==> config.mk <==
export PLATFORM = sky130hd
export DESIGN_NAME = dvp_pixel_capture
export DESIGN_NICKNAME = d
export VERILOG_FILES = /design/src/rtl/dvp_pixel_capture.sv
export SDC_FILE = /design/constraint.sdc
export NUM_CORES = 1
export LEC_CHECK = 0
export CAP_MARGIN = 0
export CORE_MARGIN = 3
export CORE_UTILIZATION = 37
export CTS_CLUSTER_SIZE = 8
export DETAILED_ROUTE_END_ITERATION = 10
export HOLD_SLACK_MARGIN = 0.1
export SYNTH_ARGS = -nofsm -noshare
export SYNTH_HDL_FRONTEND = slang
export SYNTH_SLANG_ARGS = --single-unit
==> constraint.sdc <==
create_clock -name clk -period 7.5 [get_ports clk]
set_input_delay 1.5 -clock clk [delete_from_list [all_inputs] [get_ports clk]]
set_output_delay 1.5 -clock clk [all_outputs]
set_load 0.01 [all_outputs]
==> src/rtl/dvp_pixel_capture.sv <==
// DVP camera receiver: oversamples PCLK/VSYNC/HREF/D, pairs bytes into RGB565 pixels
// tagged with sof/eol, and buffers them in a first-word-fall-through valid/ready FIFO.
module dvp_pixel_capture #(
  parameter int unsigned DVP_CAM_CFG_W = 32,
  parameter int unsigned FIFO_DEPTH    = 8,
  parameter int unsigned FRM_CNT_W     = 16
) (
  input  logic                     clk,
  input  logic                     rst_n,
  input  logic [DVP_CAM_CFG_W-1:0] dcr_cam_cfg_i,
  input  logic                     dvp_pclk_i,
  input  logic                     dvp_vsync_i,
  input  logic                     dvp_href_i,
  input  logic [7:0]               dvp_d_i,
  output logic [15:0]              m_pxl_data_o,
  output logic                     m_pxl_sof_o,
  output logic                     m_pxl_eol_o,
  output logic                     m_pxl_valid_o,
  input  logic                     m_pxl_ready_i,
  output logic                     stat_ovf_o,
  output logic                     stat_odd_o,
  output logic [FRM_CNT_W-1:0]     stat_frm_cnt_o
);

  localparam int unsigned AW = $clog2(FIFO_DEPTH);
  localparam int unsigned PW = AW + 1;

  localparam logic [1:0] StIdle  = 2'd0;
  localparam logic [1:0] StSync  = 2'd1;
  localparam logic [1:0] StFrame = 2'd2;

  logic cam_start;
  logic unused_cfg;
  assign cam_start  = dcr_cam_cfg_i[7];
  assign unused_cfg = ^{dcr_cam_cfg_i[DVP_CAM_CFG_W-1:8], dcr_cam_cfg_i[6:0]};

  // pclk_q[2] is the previous value of the second sync stage, used for edge detection
  logic [2:0] pclk_q;
  logic [1:0] vsync_q, href_q;
  logic [7:0] d_s1_q, d_s2_q;
  logic       vsync_last_q, href_last_q;
  logic       pclk_rise, vsync_rise, vsync_fall, href_fall;

  assign pclk_rise  = pclk_q[1] & ~pclk_q[2];
  assign vsync_rise = pclk_rise & vsync_q[1] & ~vsync_last_q;
  assign vsync_fall = pclk_rise & ~vsync_q[1] & vsync_last_q;
  assign href_fall  = pclk_rise & ~href_q[1] & href_last_q;

  always_ff @(posedge clk) begin
    if (!rst_n) begin
      pclk_q       <= '0;
      vsync_q      <= '0;
      href_q       <= '0;
      d_s1_q       <= '0;
      d_s2_q       <= '0;
      vsync_last_q <= 1'b0;
      href_last_q  <= 1'b0;
    end else begin
      pclk_q  <= {pclk_q[1:0], dvp_pclk_i};
      vsync_q <= {vsync_q[0], dvp_vsync_i};
      href_q  <= {href_q[0], dvp_href_i};
      d_s1_q  <= dvp_d_i;
      d_s2_q  <= d_s1_q;
      if (pclk_rise) begin
        vsync_last_q <= vsync_q[1];
        href_last_q  <= href_q[1];
      end
    end
  end

  logic [1:0]           state_q, state_d;
  logic                 phase_q, phase_d;
  logic [7:0]           hi_byte_q, hi_byte_d;
  logic                 stage_vld_q, stage_vld_d;
  logic [15:0]          stage_q, stage_d;
  logic                 sof_pend_q, sof_pend_d;
  logic                 odd_q, odd_d;
  logic [FRM_CNT_W-1:0] frm_cnt_q, frm_cnt_d;
  logic                 push_req, push_eol, flush;

  always_comb begin
    state_d     = state_q;
    phase_d     = phase_q;
    hi_byte_d   = hi_byte_q;
    stage_vld_d = stage_vld_q;
    stage_d     = stage_q;
    sof_pend_d  = sof_pend_q;
    odd_d       = odd_q;
    frm_cnt_d   = frm_cnt_q;
    push_req    = 1'b0;
    push_eol    = 1'b0;
    flush       = 1'b0;
    if (!cam_start) begin
      state_d     = StIdle;
      phase_d     = 1'b0;
      stage_vld_d = 1'b0;
      sof_pend_d  = 1'b0;
      odd_d       = 1'b0;
      flush       = 1'b1;
    end else begin
      unique case (state_q)
        StIdle: state_d = StSync;
        StSync: begin
          if (vsync_fall) begin
            state_d    = StFrame;
            sof_pend_d = 1'b1;
          end
        end
        StFrame: begin
          if (vsync_rise) begin
            phase_d     = 1'b0;
            stage_vld_d = 1'b0;
            frm_cnt_d   = frm_cnt_q + FRM_CNT_W'(1);
            state_d     = StSync;
          end else if (pclk_rise && href_q[1]) begin
            if (!phase_q) begin
              hi_byte_d = d_s2_q;
              phase_d   = 1'b1;
            end else begin
              // Previous pixel leaves the stage only once we know it is not the last of the line
              phase_d     = 1'b0;
              stage_d     = {hi_byte_q, d_s2_q};
              stage_vld_d = 1'b1;
              push_req    = stage_vld_q;
            end
          end else if (href_fall) begin
            push_req    = stage_vld_q;
            push_eol    = 1'b1;
            stage_vld_d = 1'b0;
            if (phase_q) begin
              odd_d   = 1'b1;
              phase_d = 1'b0;
            end
          end
        end
        default: state_d = StIdle;
      endcase
    end
    if (push_req) sof_pend_d = 1'b0;
  end

  always_ff @(posedge clk) begin
    if (!rst_n) begin
      state_q     <= StIdle;
      phase_q     <= 1'b0;
      hi_byte_q   <= '0;
      stage_vld_q <= 1'b0;
      stage_q     <= '0;
      sof_pend_q  <= 1'b0;
      odd_q       <= 1'b0;
      frm_cnt_q   <= '0;
    end else begin
      state_q     <= state_d;
      phase_q     <= phase_d;
      hi_byte_q   <= hi_byte_d;
      stage_vld_q <= stage_vld_d;
      stage_q     <= stage_d;
      sof_pend_q  <= sof_pend_d;
      odd_q       <= odd_d;
      frm_cnt_q   <= frm_cnt_d;
    end
  end

  // Entry layout: {sof, eol, pixel}
  logic [17:0]   mem_q [FIFO_DEPTH];
  logic [PW-1:0] wr_ptr_q, rd_ptr_q;
  logic          ovf_q, full, empty, pop, do_push;

  assign empty   = (wr_ptr_q == rd_ptr_q);
  assign full    = (wr_ptr_q[AW] != rd_ptr_q[AW]) && (wr_ptr_q[AW-1:0] == rd_ptr_q[AW-1:0]);
  assign pop     = ~empty & m_pxl_ready_i;
  assign do_push = push_req & (~full | pop);

  always_ff @(posedge clk) begin
    if (do_push) mem_q[wr_ptr_q[AW-1:0]] <= {sof_pend_q, push_eol, stage_q};
  end

  always_ff @(posedge clk) begin
    if (!rst_n) begin
      wr_ptr_q <= '0;
      rd_ptr_q <= '0;
      ovf_q    <= 1'b0;
    end else if (flush) begin
      wr_ptr_q <= '0;
      rd_ptr_q <= '0;
      ovf_q    <= 1'b0;
    end else begin
      if (do_push) wr_ptr_q <= wr_ptr_q + PW'(1);
      if (pop)     rd_ptr_q <= rd_ptr_q + PW'(1);
      if (push_req && !do_push) ovf_q <= 1'b1;
    end
  end

  logic [17:0] head;
  assign head           = mem_q[rd_ptr_q[AW-1:0]];
  assign m_pxl_valid_o  = ~empty;
  assign m_pxl_data_o   = empty ? 16'h0 : head[15:0];
  assign m_pxl_eol_o    = ~empty & head[16];
  assign m_pxl_sof_o    = ~empty & head[17];
  assign stat_ovf_o     = ovf_q;
  assign stat_odd_o     = odd_q;
  assign stat_frm_cnt_o = frm_cnt_q;

endmodule
== Word level (Yosys, flattened, before mapping) ==
Memories as Yosys holds them, arrays and structs flattened. A register that Yosys moved wholly into a read port is not among the register bits.
Cells that the tools add are included.
Widths: inputs -> output; s select.
Storage, ports and cells
  bits in registers: 80
  RAM bits: 144
  output and inout port bits: 37
  word-level logic and storage cells: 95
  memories kept: 1
Cells by class
  add/sub/neg operators: 3
  equality and inequality tests: 8
  mux-type cells: 26
  bitwise operators: 23
  reduce and logical (&&, ||, !) cells: 16
Memories
  mem_q: depth 8, width 18, read ports 1, clocked after memory_dff 1, wr ports 1, line 165  | logic [17:0] mem_q [FIFO_DEPTH];
Operator list (number)
  $mux 1: 20
  $add 16x1->16 const B: 1
  $mux 16: 1
  $reduce_and 5->1: 3
  $and 1x1->1: 11
  $not 1->1: 11
  $add 4x1->4 const B: 2
  $reduce_and 2->1: 4
  $mux 3: 2
  $pmux 2 s3: 1
  $reduce_and 3->1: 2
  $eq 4x4->1: 1
  $mux 2: 2
  $ne 2x2->1 const B: 2
  $eq 3x3->1: 1
  $logic_and 1x1->1: 3
  $ne 3x3->1 const B: 1
  $reduce_bool 3->1: 1
  $reduce_or 3->1: 1
  $eq 2x1->1 const B: 1
  $eq 2x2->1 const B: 1
  $logic_not 2->1: 1
  $logic_not 1->1: 1
  $ne 1x1->1: 1
  $or 1x1->1: 1

== Depth between registers and ports, before layout ==
  depth in word-level cells: 12
  gate-level depth with buffers: 7
  mapped depth without buffers: 5

== Least setup slack after synthesis ==
No wires, ideal clock.
  path kind: input port to flip-flop
  from: input dcr_cam_cfg_i[7]
  to: memory mem_q[1][0] (enable)
  library setup time: 0.446 ns
  arrival time: 4.172 ns
  required time: 7.054 ns
  slack: 2.882 ns
  stages on the path: 6
  cells stage by stage: and3b_1 buf_4 nand3_2 a211o_1 buf_6 nor4b_1
Between the ends
  longest elaborated chain between the ends: 4
RTL lines
  start: declaration: line 10  | input logic [DVP_CAM_CFG_W-1:0] dcr_cam_cfg_i,
  $mux 1: line 93  | if (!cam_start) begin
  $and 1x1->1: line 172  | assign do_push = push_req & (~full | pop);
  $mux 1: line 175  | if (do_push) mem_q[wr_ptr_q[AW-1:0]] <= {sof_pend_q, push_eol, stage_q};
  $mux 1 (not written as such): line 175
  end: declaration: line 165
Every way passes these cells.

==> reports/metrics.csv <==
stage,metric,value,unit
cts,post-CTS setup buffers,0,
synth,"Seq/Total Area, Yosys",68.19,%
timing,final hold slack,0.4263,ns
run_status,status,completed,
global_route,initial antenna violation count,0,
final_layout,area occupied by multi-input gates,0.002656,mm2
timing,worst slew pin tran,0.7495,ns
global_route,number of global-route vias before repair,4900,
routing,DR WL/cell,17.37,um
routing,remaining antenna violation count,0,
run,Max Cap Viol,0,
cts,H-Tree Depth,2,
die,row cnt,55,
cts,Worst-Skew Late Latency,0.48,ns
power,Pwr Density,254.9,mW/mm2
cts,Max clock buf depth,3,
cts,Root Driver,clkbuf_16,
final_layout,final net count,679,
placed_design,RD Place Congestion,0.8054,
global_route,met2 usage,22.52,%
global_route,largest net degree at the start of global routing,67,
routing,final wirelength,16760,um
die,Starting Density,38.19,%
cts,clk slew on worst S/H paths,0.05,ns
die,Die ar.,0.02561,mm2
synth,synth top area cells,"edfxtp_1 (49%), dfxtp_1 (19%), mux4_2 (9.2%)",
cts,CTS Hold Bufs,0,
final_layout,layout cells sized above 1,16.41,%
timing,Peak Freq,232.1,MHz
final_layout,most frequent cells in the layout,"edfxtp_1 (144), dfxtp_1 (82), clkdlybuf4s50_1 (51)",
routing,initial drt markers,219,
synth,Seq cells post-synth,227,
timing,Max Transition Viols Final,0,
setup_path,CP max FO,36,
synth,"EDFF count, synth",144,
power,Worst VDD drop,151.4,uV
synth,Syn Inst Count,559,
cts,Resized Gates After CTS,0,
final_layout,"commonest non-fill, non-tap cell in the layout",edfxtp_1,
cts,CTS Buf Count,34,
global_route,global routing usage on met3,3.450,%
synth,post-synthesis cell type count,50,
synth,Synth Net Count,608,
cts,CTS tree,done,
global_route,GRT Util Overall,13.33,%
global_route,GRT overflow,0,
timing,Final Hold Viols,0,
timing,Final Setup Violations,0,
timing,Clock Skew,0.01501,ns
routing,drt drc,0,
synth,post-synth top area share,49.26,%
synth,synthesized area,0.008778,mm2
final_layout,Layout fillers,2013,
timing,Slew Limit Headroom,49.91,%
die,I/O pin cnt,83,
setup_path,Worst Path Required,6.00,ns
synth,post-synthesis async set-or-reset flop share,0,%
setup_path,crit path kind,reg2out,
final_layout,# diodes,0,
synth,largest area contributor in the synthesized netlist,edfxtp_1,
routing,vias after detailed routing,4663,
timing,min Tclk post-route,4.308,ns
synth,yosys warns,0,
global_route,met1 GRT Util,16.68,%
cts,clk sink count,227,
setup_path,CP arrival,2.81,ns
global_route,first-pass GRT wire length,26930,um
die,die height,160.0,um
min_path,hold crit path type,reg2reg,
final_layout,register area,0.005987,mm2
power,Leak Pwr,3.831,nW
placed_design,detailed placer's ending HPWL,9692,um
setup_path,Worst setup EP type,output pin,
placed_design,PortBufs,51,
timing,total negative slack,0,ns
die,Core ar.,0.02298,mm2
die,Die X,160.0,um
timing,fin crit share,57.44,%
synth,syn_area_per_cell,15.70,um2
final_layout,area grow syn2layout,21.25,%
routing,First-pass DRT Iterations,4,
timing,RSZ-0062 raised after global routing,false,
routing,Vias/cell,4.832,
synth,Main synth FF type,edfxtp_1,
setup_path,startpoint class of the critical path,register,
global_route,Top Usage Layer GRT,met2,
[synthesized netlist by cell type (7+ instances only)]
cell / count
a21oi_1: 7
and2_1: 36
buf_2: 9
clkbuf_1: 13
dfxtp_1: 83
edfxtp_1: 144
mux2i_1: 44
mux4_2: 36
nand2_1: 14
nand3_1: 9
nor2_1: 35
nor2b_1: 29
nor3_1: 11
xor2_1: 13
[critical path: stages (launching register included)]
cell and delay [ns]:
dfxtp_2 0.30, buf_4 0.58, mux4_2 0.60, mux2i_1 0.26, nor2_1 0.08, clkdlybuf4s50_1 0.48
[stage by stage]
stage / instance area (um2) / setup WS, ns / power (W) / cells / utilization [%]
detailed placement: 9666 / 3.330 / 0.001371 / 907 / 42.05
floorplan: 8778 / 2.882 / 0.001359 / 559 / -
CTS: 10640 / 3.100 / 0.002749 / 965 / 46.31
finish: 10640 / 3.192 / 0.002713 / 965 / 46.31
global placement: 9666 / 3.364 / 0.001370 / 907 / 42.05
global route: 10640 / 2.979 / 0.002811 / 965 / 46.31
[cell type report]
type / instances / area share, %
sequential: 227 / 56.25
multi-input combinational: 297 / 24.96
clock buffer: 56 / 9.063
timing repair buffer: 64 / 5.713
tap: 313 / 3.679
inverter: 6 / 0.2116
clock inverter: 2 / 0.1293
[layer usage]
metal | part of all wire [%] | up-vias | routed length [um]
met5 | 0 | - | 0
met4 | 1.9 | 0 | 317
met3 | 5.4 | 30 | 903
met2 | 49 | 107 | 8184
met1 | 44 | 2300 | 7358
li1 | - | 2226 | -
[state kept, by name (all words and copies together) (netlist names), 2 cells and up, named ones only]
register        flops
state_q             2
stage_q            16
href_q              2
vsync_q             2
d_s1_q              8
wr_ptr_q            4
hi_byte_q           8
pclk_q              3
mem_q             144
stat_frm_cnt_o     16
rd_ptr_q            4
d_s2_q              8
[cells by family (layout without fill, tap and decap cells)]
group / Yosys count / after routing / share of synthesized area, %
AOI/OAI and AO/OA: 28 / 28 / 1.995
and+or+nand+nor: 166 / 166 / 11.02
muxes: 81 / 81 / 14.38
adders and majority gates: 3 / 3 / 0.4276
DFF: 227 / 227 / 68.19
buffers and inverters: 35 / 128 / 1.924
xor gates and xnor gates: 19 / 19 / 2.067
[power by group]
group / switching, W / internal, W
combinational: 0.00000935 / 0.0000125
sequential: 0.00000339 / 0.00132
clock: 0.000497 / 0.000869
total: 0.000510 / 0.00220
[worst paths after layout]
kind,start,to,slack (ns),cells after the start
setup / recovery,register,m_pxl_data_o[3],3.19,5
hold / removal,d_s1_q[1]$_SDFF_PN0_,d_s2_q[1]$_SDFF_PN0_,0.43,1
setup reg to reg,wr_ptr_q[0]$_SDFFE_PN0P_,mem_q[6][12]$_DFFE_PP_,4.91,6
hold reg to reg,d_s1_q[1]$_SDFF_PN0_,d_s2_q[1]$_SDFF_PN0_,0.43,1
Power figures use the tool's default switching activity.
